--- config.mk ---
export PLATFORM = sky130hd
export DESIGN_NAME = multicycle_ctrl
export DESIGN_NICKNAME = d
export VERILOG_FILES = /design/src/rtl/ctrl_pkg.sv /design/src/rtl/ctrl_decode.sv /design/src/rtl/multicycle_ctrl.sv
export SDC_FILE = /design/constraint.sdc
export NUM_CORES = 1
export LEC_CHECK = 0
export CAP_MARGIN = 30
export CORE_MARGIN = 5
export CORE_UTILIZATION = 35
export DETAILED_ROUTE_END_ITERATION = 12
export SYNTH_ARGS = -nofsm -noshare
export SYNTH_HDL_FRONTEND = slang
export SYNTH_SLANG_ARGS = --single-unit
--- constraint.sdc ---
create_clock -name clk -period 2.6 [get_ports clk]
set_clock_uncertainty 0.15 [all_clocks]
set_input_delay 0.26 -clock clk [delete_from_list [all_inputs] [get_ports clk]]
set_output_delay 0.26 -clock clk [all_outputs]
set_load 0.01 [all_outputs]
--- src/rtl/ctrl_pkg.sv ---
// ctrl_pkg: opcode map, FSM states, ALU encodings and control bundle shared by the controller
package ctrl_pkg;
  localparam logic [3:0] OP_R    = 4'h0;
  localparam logic [3:0] OP_LW   = 4'h1;
  localparam logic [3:0] OP_SW   = 4'h2;
  localparam logic [3:0] OP_BEQ  = 4'h3;
  localparam logic [3:0] OP_ADDI = 4'h4;
  localparam logic [3:0] OP_J    = 4'h5;
  localparam logic [3:0] OP_HALT = 4'hF;
  localparam logic [1:0] ALU_ADD = 2'b00;
  localparam logic [1:0] ALU_SUB = 2'b01;
  localparam logic [1:0] ALU_FN  = 2'b10;
  typedef enum logic [2:0] {RST_S, FETCH, DECODE, EXEC, MEM, WB, JMP, HLT} state_t;
  typedef struct packed {
    logic       ir_write;
    logic       pc_write;
    logic       reg_dst;
    logic       beq;
    logic       reg_write;
    logic       jump;
    logic       alu_src;
    logic       mem_to_reg;
    logic       mem_read;
    logic       mem_write;
    logic [1:0] alu_op;
  } ctrl_t;
endpackage

--- src/rtl/ctrl_decode.sv ---
// ctrl_decode: maps FSM state and latched opcode to the datapath control bundle
module ctrl_decode
  import ctrl_pkg::*;
#(
  parameter int OP_W = 4
) (
  input  state_t          i_state,
  input  logic [OP_W-1:0] i_op,
  input  logic            i_run,
  input  logic            i_mem_ready,
  output ctrl_t           o_ctrl
);
  logic [3:0] w_op;
  logic w_r, w_lw, w_sw, w_beq, w_addi, w_ex, w_mem, w_wb, w_exwb;
  assign w_op   = 4'(i_op);
  assign w_r    = w_op == OP_R;
  assign w_lw   = w_op == OP_LW;
  assign w_sw   = w_op == OP_SW;
  assign w_beq  = w_op == OP_BEQ;
  assign w_addi = w_op == OP_ADDI;
  assign w_ex   = i_state == EXEC;
  assign w_mem  = i_state == MEM;
  assign w_wb   = i_state == WB;
  assign w_exwb = w_ex || w_wb;
  always_comb begin
    o_ctrl            = '0;
    o_ctrl.ir_write   = i_state == FETCH && i_run;
    o_ctrl.pc_write   = (w_ex && w_beq) || (w_mem && w_sw && i_mem_ready) || w_wb || i_state == JMP;
    o_ctrl.reg_dst    = w_exwb && w_r;
    o_ctrl.beq        = w_ex && w_beq;
    o_ctrl.reg_write  = w_wb;
    o_ctrl.jump       = i_state == JMP;
    o_ctrl.alu_src    = w_mem || (w_ex && (w_lw || w_sw || w_addi)) || (w_wb && w_addi);
    o_ctrl.mem_to_reg = w_wb && w_lw;
    o_ctrl.mem_read   = w_mem && w_lw;
    o_ctrl.mem_write  = w_mem && w_sw;
    o_ctrl.alu_op     = !w_exwb ? ALU_ADD : w_r ? ALU_FN : w_beq ? ALU_SUB : ALU_ADD;
  end
endmodule

--- src/rtl/multicycle_ctrl.sv ---
// multicycle_ctrl: multi-cycle instruction sequencer with memory handshake timeout, run gating, sticky halt and retire counter
module multicycle_ctrl
  import ctrl_pkg::*;
#(
  parameter int OP_W        = 4,
  parameter int MEM_TIMEOUT = 15,
  parameter int CNT_W       = 16
) (
  input  logic             clk,
  input  logic             rst_n,
  input  logic [OP_W-1:0]  opcode,
  input  logic             run,
  input  logic             mem_ready,
  output logic             ir_write,
  output logic             pc_write,
  output logic             reg_dst,
  output logic             beq,
  output logic             reg_write,
  output logic             jump,
  output logic             alu_src,
  output logic             mem_to_reg,
  output logic             mem_read,
  output logic             mem_write,
  output logic [1:0]       alu_op,
  output logic             halted,
  output logic             illegal_op,
  output logic             mem_err,
  output logic [CNT_W-1:0] retired
);
  localparam int TW = $clog2(MEM_TIMEOUT + 1);
  localparam logic [TW-1:0] TL = TW'(MEM_TIMEOUT - 1);
  state_t          r_state;
  logic [OP_W-1:0] r_op;
  logic [TW-1:0]   r_tcnt;
  logic [3:0]      w_opc, w_q;
  logic            w_exec;
  ctrl_t           w_ctrl;
  assign w_opc  = 4'(opcode);
  assign w_q    = 4'(r_op);
  assign w_exec = w_opc inside {OP_R, OP_LW, OP_SW, OP_BEQ, OP_ADDI};
  ctrl_decode #(.OP_W(OP_W)) u_dec (
    .i_state    (r_state),
    .i_op       (r_op),
    .i_run      (run),
    .i_mem_ready(mem_ready),
    .o_ctrl     (w_ctrl)
  );
  assign {ir_write, pc_write, reg_dst, beq, reg_write, jump, alu_src, mem_to_reg,
          mem_read, mem_write, alu_op} = w_ctrl;
  // pc_write marks exactly the final cycle of every retiring instruction
  always_ff @(posedge clk) begin
    if (!rst_n) begin
      r_state    <= RST_S;
      r_op       <= '0;
      r_tcnt     <= '0;
      retired    <= '0;
      halted     <= 1'b0;
      illegal_op <= 1'b0;
      mem_err    <= 1'b0;
    end else begin
      if (w_ctrl.pc_write && !(&retired)) retired <= retired + 1'b1;
      r_tcnt <= (r_state == MEM && !mem_ready && r_tcnt != TL) ? r_tcnt + 1'b1 : '0;
      case (r_state)
        RST_S:  r_state <= FETCH;
        FETCH:  r_state <= run ? DECODE : FETCH;
        DECODE: begin
          r_op       <= opcode;
          r_state    <= w_opc == OP_J ? JMP : w_exec ? EXEC : HLT;
          halted     <= !w_exec && w_opc != OP_J;
          illegal_op <= !w_exec && w_opc != OP_J && w_opc != OP_HALT;
        end
        EXEC:   r_state <= w_q == OP_BEQ ? FETCH : (w_q == OP_LW || w_q == OP_SW) ? MEM : WB;
        MEM: begin
          if (mem_ready) r_state <= w_q == OP_SW ? FETCH : WB;
          else if (r_tcnt == TL) begin
            r_state <= HLT;
            halted  <= 1'b1;
            mem_err <= 1'b1;
          end
        end
        WB, JMP: r_state <= FETCH;
        default: r_state <= r_state;
      endcase
    end
  end
endmodule

==> results of run 1 <==
-- state kept, by name, indices dropped and copies added (netlist names) --
name,cells
r_state,3
r_op,4
halted,1
retired,16
mem_err,1
r_tcnt,4
illegal_op,1
-- repair_timing --
action / CTS / global route
buffers inserted: 0 / 0
cloned: 0 / 0
setup endpoints to repair: 1 / 2
resized for setup: 2 / 2
-- worst paths after layout --
| path | start | to | slack (ns) | depth (start not counted) |
|---|---|---|---|---|
| max | r_op[0] | pc_write | 0.11 | 5 |
| min | r_tcnt[0] | r_tcnt[0] | 0.32 | 1 |
| min reg2reg | r_tcnt[0] | r_tcnt[0] | 0.32 | 1 |
| max reg2reg | retired[0] | retired[0] | 0.47 | 7 |
-- metal layers --
metal / up-vias / part of all wire [%] / track usage (%)
li1: 828 / - / -
met2: 45 / 43 / 19.9
met1: 749 / 50 / 18.0
met5: - / 0 / 0
met4: 0 / 1.5 / 5.42
met3: 8 / 5.4 / 4.35
-- power groups by stage --
stage	Clock, mW	Combinational (mW)	Sequential, mW
after CTS	0.404	0.114	0.485
after floorplan	0	0.0731	0.489
after detailed placement	0	0.114	0.495
after global placement	0	0.114	0.494
final	0.388	0.114	0.485
after global routing	0.417	0.125	0.487
-- stage by stage --
| step | setup slack (ns) | power, mW | hold slack [ns] | util (%) | cell area [um^2] |
|---|---|---|---|---|---|
| finish | 0.112 | 0.988 | 0.322 | 48.3 | 2150 |
| global route | 0.0140 | 1.03 | 0.360 | 48.3 | 2150 |
| CTS | 0.0587 | 1.00 | 0.325 | 48.1 | 2140 |
| detailed placement | 0.250 | 0.609 | 0.310 | 46.1 | 2050 |
| global placement | 0.283 | 0.608 | 0.298 | 46.1 | 2050 |
| floorplan | 0.549 | 0.562 | 0.246 | - | 1630 |
-- cell usage after synthesis (2+ instances only) --
| cell type | number |
|---|---|
| xor2_1 | 3 |
| nand2_1 | 26 |
| buf_2 | 2 |
| o41ai_1 | 2 |
| mux2i_1 | 3 |
| nand3_1 | 10 |
| clkbuf_1 | 5 |
| xnor2_1 | 2 |
| ha_1 | 3 |
| nand2b_1 | 7 |
| a21oi_1 | 17 |
| o31ai_1 | 3 |
| dfxtp_1 | 30 |
| nor3_1 | 7 |
| buf_6 | 2 |
| o21ai_1 | 6 |
| o311ai_0 | 2 |
| nor4_1 | 4 |
| a211oi_1 | 2 |
| nand4_1 | 6 |
| or3_1 | 7 |
| nor2_1 | 22 |
| nand3b_1 | 4 |
| inv_1 | 10 |
| or4_1 | 4 |
| o21ai_0 | 5 |
-- worst max-delay path, stage by stage, from the launching register on --
cell,delay (ns)
dfxtp_1,0.49
nand4bb_1,0.24
o221ai_2,0.30
nor2_1,0.14
inv_1,0.09
clkdlybuf4s50_1,0.53
-- area by class of cell --
cell class	instances	area [um^2]	share of cell area [%]
multi-input combinational	159	942	43.9
sequential	30	602	28.0
timing repair buffer	42	409	19.1
clock buffer	7	86.3	4.02
tap	52	65.1	3.03
inverter	10	37.5	1.75
clock inverter	1	5.00	0.233
-- logic make-up after synthesis --
| family | count (synthesis) | synth area share [%] |
|---|---|---|
| AND/OR/NAND/NOR | 105 | 34.0 |
| AO/OA/AOI/OAI | 43 | 16.5 |
| flip-flops | 30 | 36.8 |
| buffers and inverters | 20 | 5.91 |
| XOR/XNOR | 5 | 2.68 |
| multiplexers | 3 | 1.84 |
| adder cells (fa/ha/maj) | 3 | 2.30 |
==> impl_metrics.csv, run 1 <==
group,metric,value,unit
status,outcome,"completed",
floorplanning,io_pins,39,
clock_network,holdBufCountCts,0,
timing,rsz0062_at_grt,"no",
worst_setup_path,critical_path_class,"flop to primary output",
floorplanning,die_h,78.3,um
timing,fmax,402,MHz
power_and_ir_drop,p_int,0.736,mW
global_route,grt_pass1_vias,1441,
cells_and_area,stdcell_count,301,
synth,syn-num-nets,220,
hold_path,hold_path_class,"flop to flop",
placement,gp_congestion,0.814,
timing,finalHoldViolations,0,
clock_network,cts_tree,"done",
clock_network,cts_root_buffer,"clkbuf_8",
cells_and_area,num-fill-cells,440,
routing,wirelength,4040,um
synth,synth_edf_count,0,
clock_network,cts.sinks,30,
global_route,grt_pass1_wl,6660,um
floorplanning,die_w,78.3,um
timing,final-setup-viol-count,0,
routing,vias,1630,
power_and_ir_drop,p_per_area,460,mW/mm^2
floorplanning,die_area,0.00613,mm^2
synth,netlist_instances,209,
floorplanning,core_area,0.00444,mm^2
worst_setup_path,cp_max_fo,6,
floorplanning,rows,24,
power_and_ir_drop,ir_worst_vdd,0.000250,V
routing,drc,0,
clock_network,clk_path_buf_depth,2,
worst_setup_path,endpoint_kind,"primary output",
timing,relSlewSlack,54.3,%
timing,worst_pin_slew,0.680,ns
power_and_ir_drop,clock_power_share,39.3,%
routing,dr.pass1.iters,5,
floorplanning,start_util,36.7,%
synth,ys_seq_area_share,36.8,%
global_route,track_usage,13.4,%
routing,ant_nets,0,
power_and_ir_drop,swShare,25.5,%
global_route,grt_max_degree,24,
worst_setup_path,critical_path_required,2.19,ns
clock_network,cts_buffers,5,
worst_setup_path,critPathArrivalTime,2.08,ns
timing,tns,0,ns
synth,syn_area_per_cell,7.81,um^2
cells_and_area,layout-drive-gt1-share,7.63,%
global_route,antenna_found_initial,0,
synth,synth_top_area_share,36.8,%
global_route,grt_overflow,0,
synth,ys_top_cells_by_area,"dfxtp_1, nand2_1, a21oi_1",
power_and_ir_drop,power_frac_comb,11.5,%
placement,io_buffers,38,
synth,synth_seq_cells,30,
job,cap_violations,0,
timing,post-route-min-period,2.49,ns
routing,drt-initial-drc-count,103,
cells_and_area,final_common_cell,"clkdlybuf4s50_1",
cells_and_area,nNetsFinal,259,
worst_setup_path,cp-start-kind,"flop",
placement,dp_cells,293,
routing,wl_per_cell,13.4,um
cells_and_area,final_cell_mix,"clkdlybuf4s50_1, dfxtp_1, nand2_1",
synth,ys.flop_type,"dfxtp_1",
placement,post-dp-hpwl,2960,um
power_and_ir_drop,cellLeakagePower,0.694,nW
synth,ys.warnings.count,0,
synth,yosysUniqueCellTypes,41,
timing,fin_crit_sh,95.7,%
clock_network,clk_pin_slew,0.07,ns
cells_and_area,n_antenna_cell,0,
power_and_ir_drop,power_switching,0.251,mW
synth,synth_area,0.00163,mm^2
timing,drv_slew,0,
power_and_ir_drop,seqPwrFrac,49.2,%
clock_network,htreeDepth,2,
cells_and_area,areaGrowthSynthToFinish,31.6,%
routing,viasPerCell,5.42,
synth,synthArstFlopShare,0,%
clock_network,clk-insertion-delay-late,0.28,ns
synth,yosysTopAreaCell,"dfxtp_1",
Note: power is estimated with default switching activity, not from simulation.
==> inputs of run 2 (changes only) <==
--- a/constraint.sdc
+++ b/constraint.sdc
@@ -4,2 +4,2 @@
 set_output_delay 0.26 -clock clk [all_outputs]
-set_load 0.01 [all_outputs]
+set_load 0.02 [all_outputs]
==> impl_metrics.csv, run 2 (synthesized netlist as in run 1, its figures left out) <==
group,metric,value,unit
cells_and_area,nNetsFinal,261,
global_route,grt_max_degree,24,
cells_and_area,final_common_cell,"clkdlybuf4s50_1",
routing,dr.pass1.iters,4,
cells_and_area,areaGrowthSynthToFinish,31.2,%
worst_setup_path,endpoint_kind,"primary output",
cells_and_area,largest-register,"retired",
global_route,track_usage,13.8,%
clock_network,holdBufCountCts,0,
hold_path,hold_path_class,"flop to flop",
global_route,grt_overflow,0,
floorplanning,core_area,0.00444,mm^2
timing,fin_crit_sh,96.2,%
cells_and_area,fin_area,0.00214,mm^2
placement,dp_cells,293,
timing,finalHoldViolations,0,
worst_setup_path,cpPeakStageDelay,0.60,ns
clock_network,cts.sinks,30,
clock_network,cts_tree,"done",
clock_network,cts_root_buffer,"clkbuf_8",
worst_setup_path,cp_max_fo,6,
cells_and_area,final_cell_mix,"clkdlybuf4s50_1, dfxtp_1, nand2_1",
worst_setup_path,reg2reg_to,"retired[7]",
timing,drv_slew,0,
floorplanning,io_pins,39,
floorplanning,die_area,0.00613,mm^2
placement,placed_area,0.00205,mm^2
power_and_ir_drop,cellLeakagePower,0.706,nW
global_route,antenna_found_initial,0,
timing,relSlewSlack,55.6,%
cells_and_area,layout-drive-gt1-share,8.00,%
hold_path,min_from,"r_tcnt[0]",
routing,vias,1589,
placement,io_buffers,38,
global_route,grt_pass1_wl,6820,um
cells_and_area,n_antenna_cell,0,
routing,viasPerCell,5.26,
timing,rsz0062_at_grt,"no",
floorplanning,rows,24,
placement,post-dp-hpwl,3010,um
clock_network,clk-insertion-delay-late,0.29,ns
worst_setup_path,cp-start-kind,"flop",
worst_setup_path,critical_path_required,2.19,ns
worst_setup_path,path_buf_inv,2,
hold_path,hold_depth,1,
worst_setup_path,critPathArrivalTime,2.09,ns
floorplanning,start_util,36.7,%
worst_setup_path,crit_chain,"nand4bb_1 > o221ai_2 > nor2_1 > inv_1 > clkdlybuf4s50_1",
routing,drt-initial-drc-count,97,
floorplanning,die_h,78.3,um
cells_and_area,reg.largest.list,"retired: 16 flops, r_op: 4 flops, r_tcnt: 4 flops",
clock_network,htreeDepth,2,
worst_setup_path,rrSetupSlack,0.44,ns
timing,whs,0.318,ns
cells_and_area,stdcell_count,302,
timing,tns,0,ns
timing,worst_pin_slew,0.666,ns
worst_setup_path,rr_startpoint,"r_op[3]",
timing,fmax,400,MHz
clock_network,cts_buffers,5,
worst_setup_path,crit_path_top_delay_cell,"clkdlybuf4s50_1",
routing,wl_per_cell,13.5,um
routing,wirelength,4080,um
cells_and_area,fin_util,48.2,%
floorplanning,die_w,78.3,um
worst_setup_path,cp_top_family,"buffers and inverters",
timing,final-setup-viol-count,0,
worst_setup_path,r2r.worst_path.cells,7,
job,cap_violations,0,
global_route,grt_pass1_vias,1404,
power_and_ir_drop,p_per_area,449,mW/mm^2
power_and_ir_drop,ir_worst_vdd,0.000276,V
routing,drc,0,
clock_network,clk_path_buf_depth,2,
hold_path,min_to,"r_tcnt[0]",
placement,gp_congestion,0.847,
cells_and_area,largest_reg_flops,16,
worst_setup_path,critical_path_class,"flop to primary output",
routing,ant_nets,0,
timing,post-route-min-period,2.50,ns
clock_network,clk_pin_slew,0.07,ns
status,outcome,"completed",
[run 2: routing by layer]
metal	global-route usage [%]	vias to the layer above	wire (um)
met5	0	-	0
li1	-	835	-
met4	4.20	0	48
met1	18.8	716	2100
met2	20.7	32	1750
met3	4.81	6	175
[run 2: timing repair]
action,4_1_cts,5_1_grt
setup buffers,0,2
gates resized for setup,3,2
pin swaps,0,1
endpoints found under the setup margin,3,1
gates cloned,0,0
[run 2: worst max-delay path by stage]
stage	start	end	cells past startpoint
final	r_op[3]	pc_write	5
after global routing	r_op[3]	pc_write	5
after CTS	r_op[0]	pc_write	5
after detailed placement	r_state[0]	alu_src	6
after global placement	r_state[0]	alu_src	6
after floorplan	r_state[0]	alu_src	6
[run 2: power by group]
part	total [mW]	internal [mW]	switching, mW	leakage [nW]
Clock	0.355	0.179	0.176	0.0438
Combinational	0.122	0.0521	0.0697	0.419
Sequential	0.485	0.470	0.0147	0.244
[run 2: layout make-up]
| class | instances | area, um^2 |
|---|---|---|
| flip-flops and latches | 30 | 603 |
| fillers | 460 | 2300 |
| clock buffers | 5 | 68.8 |
| inverters | 10 | 37.5 |
| clock inverters | 2 | 10.0 |
| multi-input cells | 159 | 935 |
| well taps | 52 | 65.1 |
| repair buffers | 44 | 422 |
[run 2: per-stage QoR]
stage | setup slack [ns] | power, mW
after floorplan | 0.149 | 0.569
after global placement | 0.204 | 0.616
after detailed placement | 0.160 | 0.617
after CTS | 0.0288 | 0.969
after global routing | 0.00414 | 1.01
final | 0.0988 | 0.962
[run 2: worst reg2reg max path, cell delays in order, from the launching register on]
cell and delay, ns:
dfxtp_1 0.38, nand4bb_1 0.31, o221ai_2 0.30, buf_4 0.16
o21ai_2 0.04, buf_4 0.19, or4_1 0.41, a21oi_1 0.15
==> inputs of run 3 (changes only) <==
Settings changed: CORE_UTILIZATION 35 to 49, PLACE_DENSITY set to 0.79, SKIP_CTS_REPAIR_TIMING set to 1.
==> impl_metrics.csv, run 3 (synthesized netlist as in run 1, its figures left out) <==
group,metric,value,unit
status,outcome,"completed",
routing,viasPerCell,5.35,
clock_network,cts.sinks,30,
routing,dr.pass1.iters,4,
global_route,grt_max_degree,24,
routing,vias,1588,
global_route,antenna_found_initial,0,
power_and_ir_drop,cellLeakagePower,0.737,nW
clock_network,cts_tree,"done",
cells_and_area,largest_reg_flops,16,
timing,fin_crit_sh,95.9,%
clock_network,cts_root_buffer,"clkbuf_4",
cells_and_area,reg.largest.list,"retired: 16 flops, r_op: 4 flops, r_tcnt: 4 flops",
cells_and_area,areaGrowthSynthToFinish,31.3,%
cells_and_area,n_antenna_cell,0,
timing,relSlewSlack,53.7,%
clock_network,clk-insertion-delay-late,0.34,ns
worst_setup_path,cp_top_family,"simple AND/OR/NAND/NOR gates",
cells_and_area,final_cell_mix,"clkdlybuf4s50_1, dfxtp_1, nand2_1",
floorplanning,die_w,67.7,um
cells_and_area,fin_area,0.00214,mm^2
routing,ant_nets,0,
timing,worst_pin_slew,0.689,ns
worst_setup_path,crit_path_top_delay_cell,"clkdlybuf4s50_1",
routing,drt-initial-drc-count,94,
worst_setup_path,path_buf_inv,2,
hold_path,min_from,"r_tcnt[0]",
floorplanning,start_util,49.7,%
worst_setup_path,rr_startpoint,"r_op[3]",
floorplanning,io_pins,39,
routing,wl_per_cell,13.0,um
worst_setup_path,critical_path_required,2.19,ns
clock_network,htreeDepth,2,
global_route,grt_pass1_vias,1490,
placement,gp_congestion,0.841,
placement,io_buffers,38,
global_route,grt_overflow,0,
power_and_ir_drop,p_per_area,423,mW/mm^2
clock_network,clk_path_buf_depth,2,
worst_setup_path,crit_chain,"nor4b_4 > and4_4 > nor2_1 > inv_1 > clkdlybuf4s50_1",
worst_setup_path,cp-start-kind,"flop",
placement,post-dp-hpwl,2750,um
cells_and_area,layout-drive-gt1-share,8.37,%
cells_and_area,final_common_cell,"clkdlybuf4s50_1",
timing,fmax,401,MHz
routing,drc,0,
cells_and_area,largest-register,"retired",
floorplanning,rows,21,
global_route,grt_pass1_wl,6620,um
timing,final-setup-viol-count,0,
worst_setup_path,critical_path_class,"flop to primary output",
routing,wirelength,3870,um
timing,post-route-min-period,2.49,ns
cells_and_area,num-fill-cells,290,
worst_setup_path,cp_max_fo,6,
worst_setup_path,endpoint_kind,"primary output",
global_route,track_usage,18.9,%
worst_setup_path,crit_start,"r_op[0]",
timing,drv_slew,0,
clock_network,cts_buffers,5,
cells_and_area,nNetsFinal,261,
timing,finalHoldViolations,0,
floorplanning,die_h,67.7,um
worst_setup_path,critPathArrivalTime,2.08,ns
hold_path,hold_path_class,"flop to flop",
floorplanning,core_area,0.00328,mm^2
worst_setup_path,cpPeakStageDelay,0.59,ns
job,cap_violations,0,
floorplanning,die_area,0.00458,mm^2
timing,fin_ws,0.107,ns
power_and_ir_drop,ir_worst_vdd,0.000307,V
placement,placed_area,0.00204,mm^2
placement,post-place-ws,0.219,ns
clock_network,clk_pin_slew,0.10,ns
timing,rsz0062_at_grt,"no",
## run 3: cell count changes in the layout (fill, tap and decap cells not counted), sizes merged
| cell | before | now |
|---|---|---|
| clkbuf | 5 | 7 |
| clkinv | 2 | 1 |
| dlygate4sd2 | 3 | 0 |
| dlymetal6s2s | 0 | 3 |
## run 3: per-layer routing
metal	routed length [um]	global-route usage [%]
met1	1810	24.7
met2	1760	29.0
met3	230	4.83
met4	67	8.86
met5	0	0
## run 3: worst paths after layout
check	endpoint	slack (ns)	cells past startpoint
setup / recovery	pc_write	0.11	5
hold / removal	r_tcnt[0]	0.33	1
setup reg to reg	retired[11]	0.49	7
hold reg to reg	r_tcnt[0]	0.33	1
## run 3: layout make-up
cell class                 count  area (um^2)  share of cell area [%]
clock buffer                   7         55.1                    2.57
sequential                    30          603                    28.2
clock inverter                 1         5.00                   0.234
tap                           46         57.6                    2.69
inverter                      10         37.5                    1.75
timing repair buffer          44          433                    20.2
multi-input combinational    159          951                    44.4
## run 3: power breakdown
| part | leakage (nW) | internal, mW | switching [mW] |
|---|---|---|---|
| clock | 0.0353 | 0.131 | 0.168 |
| combinational | 0.458 | 0.0550 | 0.0692 |
| sequential | 0.244 | 0.470 | 0.0142 |
| total | 0.737 | 0.656 | 0.251 |
## run 3: stage by stage
step           std cells  utilization [%]  power (mW)  hold slack [ns]  TNS, ns
3_5_place_dp         287             62.1       0.615            0.304        0
3_3_place_gp         287             62.1       0.613            0.295        0
4_1_cts              295             64.0       0.906            0.329   -0.300
2_1_floorplan        209                -       0.569            0.246        0
5_1_grt              297             65.2       0.950            0.384        0
6_report             297             65.2       0.907            0.325        0
## run 3: worst register-to-register path: cells and delay by family, from the launching register on
family	cells	cell delay, ns
buffers and inverters	2	0.35
AND/OR/NAND/NOR	2	0.70
flip-flops	1	0.39
AO/OA/AOI/OAI	3	0.47
